$ cat src/rtl/usr_shift_sequencer.sv
// usr_shift_sequencer
// Command-driven sequencer for a universal shift register. Accepts READ,
// SHL, SHR and CLR commands, drives sel/serial_in for the required number
// of cycles, captures the parallel output and returns it as a response.
//
// Optional feature, enabled by defining USR_SEQ_ROTATE_EN:
//   cmd_rot=1 with SHL/SHR feeds serial_in from the register's own MSB/LSB
//   (rotate) instead of from cmd_data. Without the macro cmd_rot is ignored.
//
// Handshakes: a transfer happens on a rising clk edge where valid && ready.
// The producer holds valid and its payload stable until that edge; ready
// may be asserted independently of valid. cmd_ready is high only in IDLE,
// rsp_valid is high only in RESP, and rsp_data is stable while rsp_valid.
module usr_shift_sequencer #(
  parameter int WIDTH   = 4,
  parameter int MAX_LEN = 8,
  parameter int LEN_W   = 4
) (
  input  logic               clk,
  input  logic               reset,
  input  logic               cmd_valid,
  output logic               cmd_ready,
  input  logic [1:0]         cmd_op,
  input  logic [LEN_W-1:0]   cmd_len,
  input  logic [MAX_LEN-1:0] cmd_data,
  input  logic               cmd_rot,
  output logic [1:0]         sr_sel,
  output logic               sr_serial_in,
  input  logic [WIDTH-1:0]   sr_out,
  output logic               rsp_valid,
  input  logic               rsp_ready,
  output logic [WIDTH-1:0]   rsp_data,
  output logic               busy
);

  typedef enum logic [1:0] {
    S_IDLE    = 2'd0,
    S_SHIFT   = 2'd1,
    S_CAPTURE = 2'd2,
    S_RESP    = 2'd3
  } state_t;

  localparam logic [1:0] OP_READ = 2'b00;
  localparam logic [1:0] OP_SHL  = 2'b01;
  localparam logic [1:0] OP_SHR  = 2'b10;
  localparam logic [1:0] OP_CLR  = 2'b11;

  localparam logic [LEN_W-1:0] MAX_LEN_C = LEN_W'(MAX_LEN);
  localparam logic [LEN_W-1:0] ONE_C     = LEN_W'(1);

  state_t               state, state_d;
  logic [1:0]           op_q, op_d;
  logic [MAX_LEN-1:0]   buf_q, buf_d;
  logic [LEN_W-1:0]     cnt_q, cnt_d;
  logic                 rot_q, rot_d;
  logic [WIDTH-1:0]     rsp_q, rsp_d;
  logic [LEN_W-1:0]     len_clamped;
  logic                 cmd_fire;

`ifndef USR_SEQ_ROTATE_EN
  // cmd_rot has no effect in this build.
  logic unused_cmd_rot;
  assign unused_cmd_rot = cmd_rot;
`endif

  assign cmd_fire    = cmd_valid && cmd_ready;
  assign len_clamped = (cmd_len > MAX_LEN_C) ? MAX_LEN_C : cmd_len;

  // Output decode purely from registered state (serial_in may also look at
  // sr_out when rotating).
  assign cmd_ready = (state == S_IDLE);
  assign busy      = (state != S_IDLE);
  assign rsp_valid = (state == S_RESP);
  assign rsp_data  = rsp_q;
  assign sr_sel    = (state == S_SHIFT) ? op_q : 2'b00;

  // State and datapath registers; reset aborts any command in flight.
  always_ff @(posedge clk or negedge reset) begin
    if (!reset) begin
      state <= S_IDLE;
      op_q  <= OP_READ;
      buf_q <= '0;
      cnt_q <= '0;
      rot_q <= 1'b0;
      rsp_q <= '0;
    end else begin
      state <= state_d;
      op_q  <= op_d;
      buf_q <= buf_d;
      cnt_q <= cnt_d;
      rot_q <= rot_d;
      rsp_q <= rsp_d;
    end
  end

  // Next-state and datapath update.
  always_comb begin
    state_d = state;
    op_d    = op_q;
    buf_d   = buf_q;
    cnt_d   = cnt_q;
    rot_d   = rot_q;
    rsp_d   = rsp_q;
    case (state)
      S_IDLE: begin
        if (cmd_fire) begin
          op_d  = cmd_op;
          buf_d = cmd_data;
`ifdef USR_SEQ_ROTATE_EN
          rot_d = cmd_rot && ((cmd_op == OP_SHL) || (cmd_op == OP_SHR));
`else
          rot_d = 1'b0;
`endif
          case (cmd_op)
            OP_SHL, OP_SHR: begin
              cnt_d   = len_clamped;
              state_d = (len_clamped == '0) ? S_CAPTURE : S_SHIFT;
            end
            OP_CLR: begin
              cnt_d   = ONE_C;
              state_d = S_SHIFT;
            end
            default: begin
              cnt_d   = '0;
              state_d = S_CAPTURE;
            end
          endcase
        end
      end
      S_SHIFT: begin
        buf_d = buf_q >> 1;
        // cnt is at least 1 in SHIFT, so the decrement never wraps.
        cnt_d = cnt_q - ONE_C;
        if (cnt_q <= ONE_C) begin
          state_d = S_CAPTURE;
        end
      end
      S_CAPTURE: begin
        // sr_out already reflects the last shift edge.
        rsp_d   = sr_out;
        state_d = S_RESP;
      end
      S_RESP: begin
        if (rsp_ready) begin
          state_d = S_IDLE;
        end
      end
      default: state_d = S_IDLE;
    endcase
  end

  // Serial bit toward the register: buffered command data, or rotate feedback.
  always_comb begin
    sr_serial_in = 1'b0;
    if ((state == S_SHIFT) && (op_q != OP_CLR)) begin
`ifdef USR_SEQ_ROTATE_EN
      if (rot_q) begin
        sr_serial_in = (op_q == OP_SHL) ? sr_out[WIDTH-1] : sr_out[0];
      end else begin
        sr_serial_in = buf_q[0];
      end
`else
      sr_serial_in = buf_q[0];
`endif
    end
  end

endmodule

$ cat config.mk
export PLATFORM = sky130hd
export DESIGN_NAME = usr_shift_sequencer
export DESIGN_NICKNAME = d
export VERILOG_FILES = /design/src/rtl/usr_shift_sequencer.sv
export SDC_FILE = /design/constraint.sdc
export NUM_CORES = 1
export LEC_CHECK = 0
export ABC_AREA = 0
export ABC_CLOCK_PERIOD_IN_PS = 2100
export CORE_ASPECT_RATIO = 0.6
export CORE_MARGIN = 2
export CORE_UTILIZATION = 45
export DETAILED_ROUTE_END_ITERATION = 10
export PLACE_DENSITY = 0.75
export SLEW_MARGIN = 15
export SYNTH_ARGS = -nofsm -noshare
export SYNTH_HDL_FRONTEND = slang
export SYNTH_SLANG_ARGS = --single-unit
$ cat constraint.sdc
create_clock -name clk -period 2.1 [get_ports clk]
set_clock_uncertainty 0.1 [all_clocks]
set_input_delay 0.42 -clock clk [delete_from_list [all_inputs] [get_ports clk]]
set_output_delay 0.42 -clock clk [all_outputs]
set_load 0.05 [all_outputs]
Yosys cells after proc, flatten, opt, wreduce, memory -nomap -nowiden
Index checks and enable logic that the tools add are counted.
- add/subtract/negate cells: 1
- order comparisons: 2
- eq/ne operators: 10
- mux-type cells: 14
- reduce and logical (&&, ||, !) cells: 10
- operators by type and width (cell ; count):
    $pmux 4 s2 ; 2
    $pmux 8 s2 ; 1
    $mux 2 ; 5
    $eq 2x2->1 const B ; 4
    $mux 4 ; 2
    $mux 8 ; 1
    $pmux 2 s4 ; 1
    $eq 2x1->1 const B ; 2
    $gt 4x4->1 const B ; 1
    $le 4x1->1 const B ; 1
    $logic_not 4->1 ; 1
    $ne 2x1->1 const B ; 2
    $ne 2x2->1 const B ; 2
    $pmux 2 s2 ; 1
    $reduce_and 2->1 ; 2
    $reduce_bool 2->1 ; 2
    $sub 4x1->4 const B ; 1
    $reduce_and 3->1 ; 1
    $logic_and 1x1->1 ; 2
    $logic_not 2->1 ; 1
    $reduce_or 2->1 ; 1
    $mux 1 ; 1
- register bits: 20
- bits of input ports: 23
- output and inout bits: 10
- logic and storage cells: 42

Depth between registers and ports, before layout
Gate-level depths: netlist (run 1).
- word-level depth: 7
- mapped depth: 7
- mapped depth without buffers: 6

Least setup slack after synthesis (run 1)
No wires, ideal clock.
- kind: flip-flop to output port
- start point: reg state[1]
- end point: out sr_serial_in
- arrival: 1936 ps
- required time: 1580 ps
- path slack: -356 ps
- cell stages (with the launch flop): 7
- buffers on the path: 2
- path through: dfrtp_1 inv_1 ha_1 buf_2 buf_2 nand2_1 a21oi_1
- cells in the longest elaborated chain, start to end: 3
- ends and longest elaborated chain (what ; line ; text):
    start: declaration ; 51 ; state_t state, state_d;
    start signal: assignment ; 87 ; state <= state_d;
    $eq 2x1->1 ; 155 ; if ((state == S_SHIFT) && (op_q != OP_CLR)) begin
    $logic_and 1x1->1 ; 155 ;
    $mux 1 ; 155 ;
    end: declaration ; 28 ; output logic sr_serial_in,
Every way passes these cells.

Worst setup path in the final report (run 1)
- start point: reg rsp_q[1], in the netlist rsp_data[1]
- end point: out rsp_data[1]
- RTL lines (what ; line ; text):
    start: declaration ; 56 ; logic [WIDTH-1:0] rsp_q, rsp_d;
    start signal: assignment ; 92 ; rsp_q <= rsp_d;
    end: declaration ; 32 ; output logic [WIDTH-1:0] rsp_data,
No word-level cell between the ends.

==> results by group, run 1 <==
STA
  – Final min period: 1.987 ns
  – Hold Vio Cnt, Final: 0
  – Max-slew headroom: 0.6534
  – Unrepaired setup endpoints after global routing: no
  – Worst-Margin Slew: 0.5182 ns
  – Fmax: 503.4 MHz
  – Worst hold slack: 0.3951 ns
  – Max Slew Vio Count: 0
  – Crit share post-route: 0.9460
  – Setup Viol. Count Final: 0

Placed design
  – Dpl cell area: 0.001582 mm^2
  – I/O Buffers: 31
  – Placed insts: 180
  – Routability cong.: 0.7597
  – Detailed placer's ending HPWL: 1987 um

Cells and area
  – Filler instances: 187
  – Fin util: 0.6743
  – Register area: 500.5 um^2
  – Design area: 0.001665 mm^2
  – Footprint of the multi-input gates: 605.6 um^2
  – Nets: 184
  – Layout Cells excl Fill: 184
  – Antenna diode count: 0
  – Fraction of layout cells with a size suffix above 1: 0.1842
  – Syn-to-layout area delta: 44.36%

Setup path
  – Crit. End Element: primary output
  – Req. time, crit path: 1.58 ns
  – RR Startpoint: state[1]
  – CP Cell Sequence: clkdlybuf4s50_1
  – Delay-heaviest family, CP: buffers and inverters
  – CP max stage cell: clkdlybuf4s50_1
  – Startpoint types: flip-flop
  – R2R cell count: 6
  – CP arrival: 1.47 ns
  – WS Path Type: reg -> out
  – CP max stage delay: 0.83 ns
  – Flop-to-flop setup slack: 0.19 ns
  – Largest fanout on the critical path: 2
  – Worst Path Buf+Inv: 1
  – Reg2reg end: cnt_q[2]

Floorplan
  – IO Count: 33
  – Core area: 0.002470 mm^2
  – Die width: 69.37 um
  – Die height: 43.22 um
  – Die area: 0.002998 mm^2
  – Row cnt: 14
  – Starting Density: 0.4671

GRT
  – GR Overflow Total: 0
  – GR Util met2: 0.2962
  – Met1 GRT Util: 0.2455
  – Vias in the first global route: 912
  – Met3 Use GR: 0.05701
  – Global route hottest layer: met2
  – First-pass GRT wire length: 4278 um
  – Largest net degree at the start of global routing: 23
  – Initial antenna violation count: 0
  – GRT Total Usage: 0.1904

Detailed routing
  – Via density: 5.152
  – Final wirelength: 2493 um
  – First-pass DRT Iterations: 4
  – # DRC: 0
  – Detail Route Antenna Nets: 0
  – Drt wl/cell: 13.55 um
  – DRT iter0 DRCs: 61
  – Via count: 948

Synthesis
  – Top-count cell post-synth: dfrtp_1
  – XOR/XNOR Fraction of Synth Area: 0
  – Main synth FF type: dfrtp_1
  – Adder-Cell Fraction of Synth Area: 0.08677
  – Post-Synthesis Cells: 115
  – EDFF count, synth: 0
  – Post-Synth Simple-Gate Area: 0.1540
  – Yosys Warn Count: 0
  – Compound-Gate Fraction of Synth Area: 0.1193
  – Synthesized area per cell: 10.03 um^2
  – Most instantiated cells after synthesis: dfrtp_1, nand2_1, o21ai_0
  – Sequential share of the synthesized area: 0.4338
  – #FFs+latches synth: 20
  – Yosys cell types: 32
  – Synth top area share: 0.4338
  – Post-synth top area cell: dfrtp_1
  – Synthesized netlist net count: 146
  – Async set-reset flop share out of synthesis: 1.000
  – Mapped cell area: 0.001154 mm^2
  – Main combinational cell family by area after synthesis: simple AND/OR/NAND/NOR gates
  – Post-synthesis mux area share: 0.1486
  – Top post-synthesis cells by area: dfrtp_1, ha_1, mux2_2, mux2i_1, nand2_1

Power
  – Reg power frac: 0.277
  – Clock power frac: 0.149
  – Switching pwr: 0.001086 W
  – Leak pwr: 0.7325 nW
  – Comb pwr share: 0.574
  – Tot Pwr: 0.002595 W
  – Internal power: 0.001509 W
  – VDD IR max: 1001 uV
  – Pwr Density: 1558 mW/mm^2
  – Sw Share: 0.4186

Job
  – # Max-Cap Violations: 0

Clock network
  – H-tree depth: 1
  – CTS tree: done
  – Number of clock buffers inserted by TritonCTS: 3
  – Clk sinks: 20
  – Maximum clock path buffer count: 2
  – Clock root cell: clkbuf_8
  – Insertion delay to the later sink of the worst-skew pair: 0.26 ns
  – Worst-path clk slew: 0.08 ns

Worst hold path
  – Worst hold path type: in -> async

Run status
  – Outcome: complete, no violations
## worst max-delay path by stage
stage                           start           end  cells past startpoint
after global routing      rsp_data[1]   rsp_data[1]                      1
final                     rsp_data[1]   rsp_data[1]                      1
after detailed placement    cmd_op[1]      cnt_q[3]                      6
after global placement      cmd_op[0]      cnt_q[3]                      6
after CTS                    state[1]  sr_serial_in                      5
after floorplan              state[1]  sr_serial_in                      6
## power groups by stage
stage | sequential [W] | combinational [W] | clock (W)
global route | 0.000744 | 0.00162 | 0.000412
detailed placement | 0.000719 | 0.00148 | 0
CTS | 0.000714 | 0.00149 | 0.000399
finish | 0.000718 | 0.00149 | 0.000387
floorplan | 0.000825 | 0.000877 | 0
global placement | 0.000704 | 0.00144 | 0
## cells in the final DEF, fill, tap and decap left out, types with 2 or more instances in the layout
| cell | instances |
|---|---|
| mux2i_1 | 7 |
| nand2_1 | 15 |
| nand3_1 | 2 |
| and2_1 | 2 |
| o21ai_0 | 11 |
| nor2_1 | 3 |
| mux2_2 | 7 |
| buf_4 | 8 |
| clkdlybuf4s50_1 | 25 |
| dfrtp_1 | 20 |
| clkbuf_8 | 3 |
| buf_12 | 5 |
| ha_1 | 6 |
| nand3b_1 | 3 |
| a21oi_1 | 4 |
| inv_1 | 10 |
## repair_timing
item                                    4_1_cts  5_1_grt
hold buffers                                  0        0
resized for setup                             1        1
hold endpoints to repair                      0        0
buffers inserted                              0        0
endpoints found under the setup margin        3        1
cloned                                        0        0
## layer usage
metal / share of wire / up-vias
li1: - / 474
met1: 0.49 / 451
met2: 0.45 / 17
met3: 0.038 / 6
met4: 0.023 / 0
met5: 0 / -
## cell families after synthesis
logic type / count (synthesis)
and+or+nand+nor: 34
AOI/OAI and AO/OA: 23
DFF: 20
buffers and inverters: 15
muxes: 15
adders and majority gates: 8
## final cells by class
type / count / area share
multi-input combinational: 80 / 0.3636
sequential: 20 / 0.3005
clock inverter: 1 / 0.01803
clock buffer: 3 / 0.02479
tap: 32 / 0.02404
timing repair buffer: 38 / 0.2464
inverter: 10 / 0.02254
## state kept, by name, indices dropped and copies added (netlist names)
name and count:
buf_q 8, cnt_q 4, op_q 2, rsp_data 4, state 2
## per-stage QoR
stage	setup slack (ns)	setup TNS (ns)
4_1_cts	0.04621	0
3_5_place_dp	-0.1360	-0.2360
5_1_grt	0.07524	0
2_1_floorplan	-0.06052	-0.06052
3_3_place_gp	-0.07973	-0.1011
6_report	0.1134	0
Power figures use the tool's default switching activity.
==> run 2, diff against run 1 <==
--- a/config.mk
+++ b/config.mk
@@ -6,7 +6,6 @@
 export NUM_CORES = 1
 export LEC_CHECK = 0
 export ABC_AREA = 0
-export ABC_CLOCK_PERIOD_IN_PS = 2100
 export CORE_ASPECT_RATIO = 0.6
 export CORE_MARGIN = 2
 export CORE_UTILIZATION = 45
==> results of run 2 <==
Same layout as run 1: the final DEF is identical, and so are final timing and power.
==> run 3, diff against run 2 <==
--- a/config.mk
+++ b/config.mk
@@ -15,3 +15,4 @@
 export SYNTH_ARGS = -nofsm -noshare
 export SYNTH_HDL_FRONTEND = slang
 export SYNTH_SLANG_ARGS = --single-unit
+export TNS_END_PERCENT = 1
==> results of run 3 <==
Same layout as run 1: the final DEF is identical, and so are final timing and power.
